===== src/rtl/phase_controller_pkg.sv =====
// Shared definitions for the multi-cycle RV32 core sequencer.
// Holds the core-wide widths and the phase state encoding.
package phase_controller_pkg;

  localparam int XLEN        = 32;
  localparam int OPLEN       = 7;
  localparam int STATE_BIT_W = 3;

  // Binary state encoding, 0..5; curr_state exposes it for debug.
  typedef enum logic [STATE_BIT_W-1:0] {
    STATE_IDLE      = 3'd0,
    STATE_FETCH     = 3'd1,
    STATE_DECODE    = 3'd2,
    STATE_EXECUTE   = 3'd3,
    STATE_MEMORY    = 3'd4,
    STATE_WRITEBACK = 3'd5
  } state_e;

endpackage


===== src/rtl/phase_controller_if.sv =====
// Stall inputs and phase enables between the sequencer and the core stages.
// The sequencer is the master: it drives phase_*, the stages drive stall_*.
interface phase_controller_if;

  logic stall_fetch;
  logic stall_decode;
  logic stall_execute;
  logic stall_memory;
  logic mem_access_de;
  logic phase_fetch;
  logic phase_decode;
  logic phase_execute;
  logic phase_memory;
  logic phase_writeback;

  modport master (
    input  stall_fetch, stall_decode, stall_execute, stall_memory, mem_access_de,
    output phase_fetch, phase_decode, phase_execute, phase_memory, phase_writeback
  );

  modport slave (
    output stall_fetch, stall_decode, stall_execute, stall_memory, mem_access_de,
    input  phase_fetch, phase_decode, phase_execute, phase_memory, phase_writeback
  );

endinterface


===== src/rtl/phase_controller_perf_counter.sv =====
// Free-running event counter (mcycle / minstret style); wraps silently.
module perf_counter #(
  parameter int WIDTH = 64
) (
  input  logic             clk,
  input  logic             rst_n,
  input  logic             inc,
  output logic [WIDTH-1:0] cnt
);

  localparam logic [WIDTH-1:0] ONE = {{(WIDTH-1){1'b0}}, 1'b1};

  // Count one per cycle with inc high; all-ones rolls over to zero.
  always_ff @(posedge clk or negedge rst_n) begin
    if (!rst_n) cnt <= '0;
    else if (inc) cnt <= cnt + ONE;
  end

endmodule


===== src/rtl/phase_controller.sv =====
// Phase sequencer for the multi-cycle RV32 core:
// IDLE -> FETCH -> DECODE -> EXECUTE -> MEMORY -> WRITEBACK -> FETCH.
// A stage's stall holds the state in that phase; phase_* are decoded
// combinationally from the registered state and the owning stall only.
// Optional: define SKIP_MEMORY_PHASE_EN to bypass MEMORY for non-load/store ops.
module phase_controller
  import phase_controller_pkg::*;
#(
  parameter int INIT_WAIT = 2,
  parameter int CNT_WIDTH = 64
) (
  input  logic                   clk,
  input  logic                   rst_n,
  phase_controller_if.master     bus,
  output logic [STATE_BIT_W-1:0] curr_state,
  output logic [CNT_WIDTH-1:0]   cycle_cnt,
  output logic [CNT_WIDTH-1:0]   instret_cnt
);

  localparam int IDLE_W = (INIT_WAIT > 1) ? $clog2(INIT_WAIT) : 1;
  localparam logic [IDLE_W-1:0] IDLE_LAST = IDLE_W'(INIT_WAIT - 1);

  state_e            state, state_nxt;
  logic [IDLE_W-1:0] idle_cnt;
  logic              ph_fe, ph_de, ph_ex, ph_mem, ph_wb;

  // Phase enables: only the current state's own stall can mask its enable.
  always_comb begin
    ph_fe  = 1'b0;
    ph_de  = 1'b0;
    ph_ex  = 1'b0;
    ph_mem = 1'b0;
    ph_wb  = 1'b0;
    case (state)
      STATE_FETCH:     ph_fe  = ~bus.stall_fetch;
      STATE_DECODE:    ph_de  = ~bus.stall_decode;
      STATE_EXECUTE:   ph_ex  = ~bus.stall_execute;
      STATE_MEMORY:    ph_mem = ~bus.stall_memory;
      STATE_WRITEBACK: ph_wb  = 1'b1;
      default: ;
    endcase
  end

`ifndef SKIP_MEMORY_PHASE_EN
  // Every op visits MEMORY, so the decode hint has no consumer here.
  logic unused_mem_access;
  assign unused_mem_access = bus.mem_access_de;
`endif

  // Next state: advance exactly on the cycle the current phase enable fires.
  always_comb begin
    state_nxt = state;
    case (state)
      STATE_IDLE:      if (idle_cnt == IDLE_LAST) state_nxt = STATE_FETCH;
      STATE_FETCH:     if (ph_fe)  state_nxt = STATE_DECODE;
      STATE_DECODE:    if (ph_de)  state_nxt = STATE_EXECUTE;
      STATE_EXECUTE:   if (ph_ex) begin
`ifdef SKIP_MEMORY_PHASE_EN
        state_nxt = bus.mem_access_de ? STATE_MEMORY : STATE_WRITEBACK;
`else
        state_nxt = STATE_MEMORY;
`endif
      end
      STATE_MEMORY:    if (ph_mem) state_nxt = STATE_WRITEBACK;
      STATE_WRITEBACK: state_nxt = STATE_FETCH;
      default:         state_nxt = STATE_IDLE;
    endcase
  end

  // State register plus the post-reset idle wait counter.
  always_ff @(posedge clk or negedge rst_n) begin
    if (!rst_n) begin
      state    <= STATE_IDLE;
      idle_cnt <= '0;
    end else begin
      state <= state_nxt;
      if (state == STATE_IDLE && idle_cnt != IDLE_LAST) idle_cnt <= idle_cnt + 1'b1;
    end
  end

  assign bus.phase_fetch     = ph_fe;
  assign bus.phase_decode    = ph_de;
  assign bus.phase_execute   = ph_ex;
  assign bus.phase_memory    = ph_mem;
  assign bus.phase_writeback = ph_wb;
  assign curr_state          = state;

  perf_counter #(.WIDTH(CNT_WIDTH)) u_cycle (
    .clk   (clk),
    .rst_n (rst_n),
    .inc   (state != STATE_IDLE),
    .cnt   (cycle_cnt)
  );

  perf_counter #(.WIDTH(CNT_WIDTH)) u_instret (
    .clk   (clk),
    .rst_n (rst_n),
    .inc   (ph_wb),
    .cnt   (instret_cnt)
  );

endmodule

===== src/flat_wrapper.sv =====
// flat-port wrapper written by rule: the top's interface ports become plain ports
module phase_controller_flat import phase_controller_pkg::*;
#(
  parameter int INIT_WAIT = 2,
  parameter int CNT_WIDTH = 64
)
  (clk, rst_n, curr_state, cycle_cnt, instret_cnt, bus_stall_fetch, bus_stall_decode, bus_stall_execute, bus_stall_memory, bus_mem_access_de, bus_phase_fetch, bus_phase_decode, bus_phase_execute, bus_phase_memory, bus_phase_writeback);
  phase_controller_if bus_i ();
  input  logic clk;
  input  logic rst_n;
  output logic [STATE_BIT_W-1:0] curr_state;
  output logic [CNT_WIDTH-1:0] cycle_cnt;
  output logic [CNT_WIDTH-1:0] instret_cnt;
  input wire logic [$bits(bus_i.stall_fetch)-1:0] bus_stall_fetch;
  input wire logic [$bits(bus_i.stall_decode)-1:0] bus_stall_decode;
  input wire logic [$bits(bus_i.stall_execute)-1:0] bus_stall_execute;
  input wire logic [$bits(bus_i.stall_memory)-1:0] bus_stall_memory;
  input wire logic [$bits(bus_i.mem_access_de)-1:0] bus_mem_access_de;
  output wire logic [$bits(bus_i.phase_fetch)-1:0] bus_phase_fetch;
  output wire logic [$bits(bus_i.phase_decode)-1:0] bus_phase_decode;
  output wire logic [$bits(bus_i.phase_execute)-1:0] bus_phase_execute;
  output wire logic [$bits(bus_i.phase_memory)-1:0] bus_phase_memory;
  output wire logic [$bits(bus_i.phase_writeback)-1:0] bus_phase_writeback;
  assign bus_i.stall_fetch = bus_stall_fetch;
  assign bus_i.stall_decode = bus_stall_decode;
  assign bus_i.stall_execute = bus_stall_execute;
  assign bus_i.stall_memory = bus_stall_memory;
  assign bus_i.mem_access_de = bus_mem_access_de;
  assign bus_phase_fetch = bus_i.phase_fetch;
  assign bus_phase_decode = bus_i.phase_decode;
  assign bus_phase_execute = bus_i.phase_execute;
  assign bus_phase_memory = bus_i.phase_memory;
  assign bus_phase_writeback = bus_i.phase_writeback;
  phase_controller #(.INIT_WAIT(INIT_WAIT), .CNT_WIDTH(CNT_WIDTH)) u_core (.clk(clk), .rst_n(rst_n), .bus(bus_i), .curr_state(curr_state), .cycle_cnt(cycle_cnt), .instret_cnt(instret_cnt));
endmodule

===== config.mk =====
export PLATFORM = sky130hd
export DESIGN_NAME = phase_controller_flat
export DESIGN_NICKNAME = d
export VERILOG_FILES = /design/src/rtl/phase_controller_pkg.sv /design/src/rtl/phase_controller_if.sv /design/src/rtl/phase_controller_perf_counter.sv /design/src/rtl/phase_controller.sv /design/src/flat_wrapper.sv
export SDC_FILE = /design/constraint.sdc
export NUM_CORES = 1
export LEC_CHECK = 0
export CAP_MARGIN = 20
export CORE_MARGIN = 3
export CORE_UTILIZATION = 45
export DETAILED_ROUTE_END_ITERATION = 12
export MAX_ROUTING_LAYER = met4
export PLACE_DENSITY_LB_ADDON = 0.12
export REMOVE_ABC_BUFFERS = 1
export SLEW_MARGIN = 5
export SYNTH_ARGS = -nofsm -noshare
export SYNTH_HDL_FRONTEND = slang
export SYNTH_SLANG_ARGS = --single-unit

===== constraint.sdc =====
create_clock -name clk -period 3.1 [get_ports clk]
set_input_delay 0.775 -clock clk [delete_from_list [all_inputs] [get_ports clk]]
set_output_delay 0.775 -clock clk [all_outputs]
set_load 0.02 [all_outputs]

==> results by group <==
Power and ir drop
  – Switching portion of total power: 25.5%
  – Int Pwr: 3.38 mW
  – Seq pwr share: 43.3%
  – Combinational share of power: 13.2%
  – Cell Pwr Density: 539 mW/mm²
  – Net switching power: 1.16 mW
  – Clock power frac: 43.5%
  – Maximum VDD drop: 0.332 mV
  – Lkg Pwr: 3.82 nW

Route
  – Antenna viol nets, final: 0
  – Wirelength per Cell: 16.0 µm
  – Residual DRC: 0
  – Iter 0 DRT Violations: 291
  – Post-Route WL: 14900 µm
  – TritonRoute pass-1 iters: 4
  – Via/cell ratio: 5.31
  – Vias: 4951

Cells and area
  – Antenna diode instance count: 0
  – Multi-input combinational cell area: 0.00278 mm²
  – Fill cells: 1098
  – Final Cell Area: 0.00842 mm²
  – Layout cells sized above 1: 6.22%
  – Register area: 0.00330 mm²
  – Fin nets: 753
  – Area Overhead vs Synth: 36.1%

GRT
  – Largest net degree at the start of global routing: 79
  – Vias in the first global route: 4854
  – Global route overflow: 0
  – Initial antenna violation count: 0
  – Overall routing resource usage: 21.1%
  – First-pass GRT wire length: 24400 µm

Setup path
  – Worst path arrival time: 2.12 ns
  – Setup Crit Path Kind: input port to output pin
  – Critical-path top delay cell: clkdlybuf4s50_1
  – Critical path endpoint: bus_phase_decode
  – Critical-path cell list: clkdlybuf4s50_1, nor4b_1, clkdlybuf4s50_1
  – Max incr delay on CP: 0.67 ns
  – Worst Setup Start Kind: input port
  – Critical path origin: bus_stall_decode
  – Critical Path RT: 2.32 ns
  – Reg-to-Reg End: u_core.u_instret.cnt[43]
  – R2R depth: 5
  – RR Startpoint: u_core.curr_state[2]
  – Crit path capture type: output pin
  – Flop-to-flop setup slack: 0.69 ns
  – Worst path most repeated cell: clkdlybuf4s50_1
  – Worst Path Max Fanout: 2

CTS
  – H-tree depth: 4
  – Number of buffers added for setup after CTS: 0
  – CTS max path bufs: 2
  – Clock Pin Slew Worst Setup and Hold Paths: 0.05 ns
  – Clk Latency, worst-skew pair: 0.41 ns
  – Cts repair resizes: 0
  – Cts hold-fix bufs: 0
  – Sink Count: 132
  – CTS buffer count: 17
  – CTS tree: done
  – Root cell of the clock tree: clkbuf_16

Synth
  – Cell taking the most area after synthesis: dfrtp_1
  – Post-synthesis sequential area ratio: 53.4%
  – Post-synth EDFFs: 0
  – Synth cell count leaders: dfrtp_1, xor2_1, nand2_1
  – Most frequent cell after synthesis: dfrtp_1
  – Synth cell types: 40
  – Synth top area cells: dfrtp_1, xor2_1, xnor2_1
  – Async S/R FF share, synth: 100%
  – YS warnings: 0
  – Ys flop type: dfrtp_1
  – FF+latch count, synth: 132
  – Synth Instances: 590
  – Mapped Avg Cell Area: 10.5 µm²
  – Share of the synthesized area in the top cell type: 53.4%
  – Mapped cell area: 0.00619 mm²

Worst hold path
  – Hold WC Path Type: input port to async pin

Die
  – Starting Density: 46.4%
  – Die area: 0.0152 mm²
  – I/O pin count: 143
  – Die Ht: 123 µm
  – Die W: 123 µm
  – Rows: 42
  – Core ar.: 0.0133 mm²

Outcome
  – Status: complete, no violations

Run
  – MaxCap Viol Count: 0

STA
  – Fmax: 346 MHz
  – Shortest period the worst path allows: 2.89 ns
  – Pins Over Slew Limit: 0
  – Final setup vio count: 0
  – Tcrit/Tclk final: 93.4%
  – Unrepaired setup endpoints after global routing: no
  – Setup TNS: 0 ns
  – Relative slew margins: 43.5%
  – Final hold vios: 0
  – Worst-Margin Slew: 0.840 ns
  – Setup Skew: 0.0107 ns

Placement
  – Port Buffer Count: 141
  – DP Wirelength: 10700 µm
  – DP Area: 0.00783 mm²
  – Gpl congestion: 0.837
## layout make-up
type	instances	area share (%)
timing repair buffer	146	17.3
tap	176	2.61
inverter	17	0.758
sequential	132	39.2
multi-input combinational	430	33.0
clock buffer	29	6.65
clock inverter	2	0.416
## state kept, by name, summed over array words and instances (netlist names)
register              count
u_core.curr_state         3
u_core.idle_cnt           1
u_core.u_cycle.cnt       64
u_core.u_instret.cnt     64
## worst min-delay path by stage
stage / end
after floorplan: u_core.idle_cnt
after global placement: u_core.idle_cnt
after detailed placement: u_core.idle_cnt
after CTS: u_core.u_cycle.cnt[11]
after global routing: u_core.u_cycle.cnt[7]
final: u_core.u_cycle.cnt[11]
## cell usage in the layout, fill, tap and decap left out, drive strengths merged, types with 2 or more instances in the layout
cell type        n
inv             17
and3            15
buf              6
nand2           57
or4              5
nand4           38
clkdlybuf4s50  139
nor3            37
and2             4
ha               2
xor2            75
nand3           43
nor2            40
and4             7
xnor2           51
o21ai            3
dfrtp          132
or3              4
nor3b            3
nand2b           6
clkbuf          29
or2              4
nor4            27
## stage by stage
stage          setup WS [ns]  hold slack (ns)  total power [mW]  instances  utilization (%)
2_1_floorplan          0.706            0.411              2.29        579                -
3_3_place_gp          0.0536            0.431              2.59        901             58.6
3_5_place_dp          0.0317            0.436              2.60        901             58.6
4_1_cts               0.0183            0.181              4.58        932             63.1
5_1_grt               0.0675            0.188              4.73        932             63.1
6_report               0.206            0.192              4.54        932             63.1
## critical path, delay by kind of cell
kind / cells / cell delay, ns
buffers and inverters: 2 / 1.09
and+or+nand+nor: 1 / 0.26
## per-layer routing
metal	global-route usage (%)	part of all wire, %	routed length [µm]	vias to the layer above
met1	27.5	44	6600	2425
met2	32.2	48	7210	142
met5	-	0	0	-
li1	-	-	-	2365
met3	5.35	5.5	812	19
met4	7.27	1.7	258	0
## power by group through the flow
stage                     clock network (mW)  logic, mW  registers [mW]
after floorplan                            0      0.234            2.06
after global placement                     0      0.599            1.99
after detailed placement                   0      0.608            1.99
after CTS                               2.01      0.610            1.96
after global routing                    2.10      0.653            1.99
final                                   1.97      0.599            1.96
## logic make-up after synthesis
family,synth area share [%]
AND/OR/NAND/NOR,25.8
flip-flops,53.4
XOR/XNOR,17.8
buffers and inverters,1.76
AO/OA/AOI/OAI,0.667
adder cells (fa/ha/maj),0.404
multiplexers,0.162
Note: power is estimated with default switching activity, not from simulation.
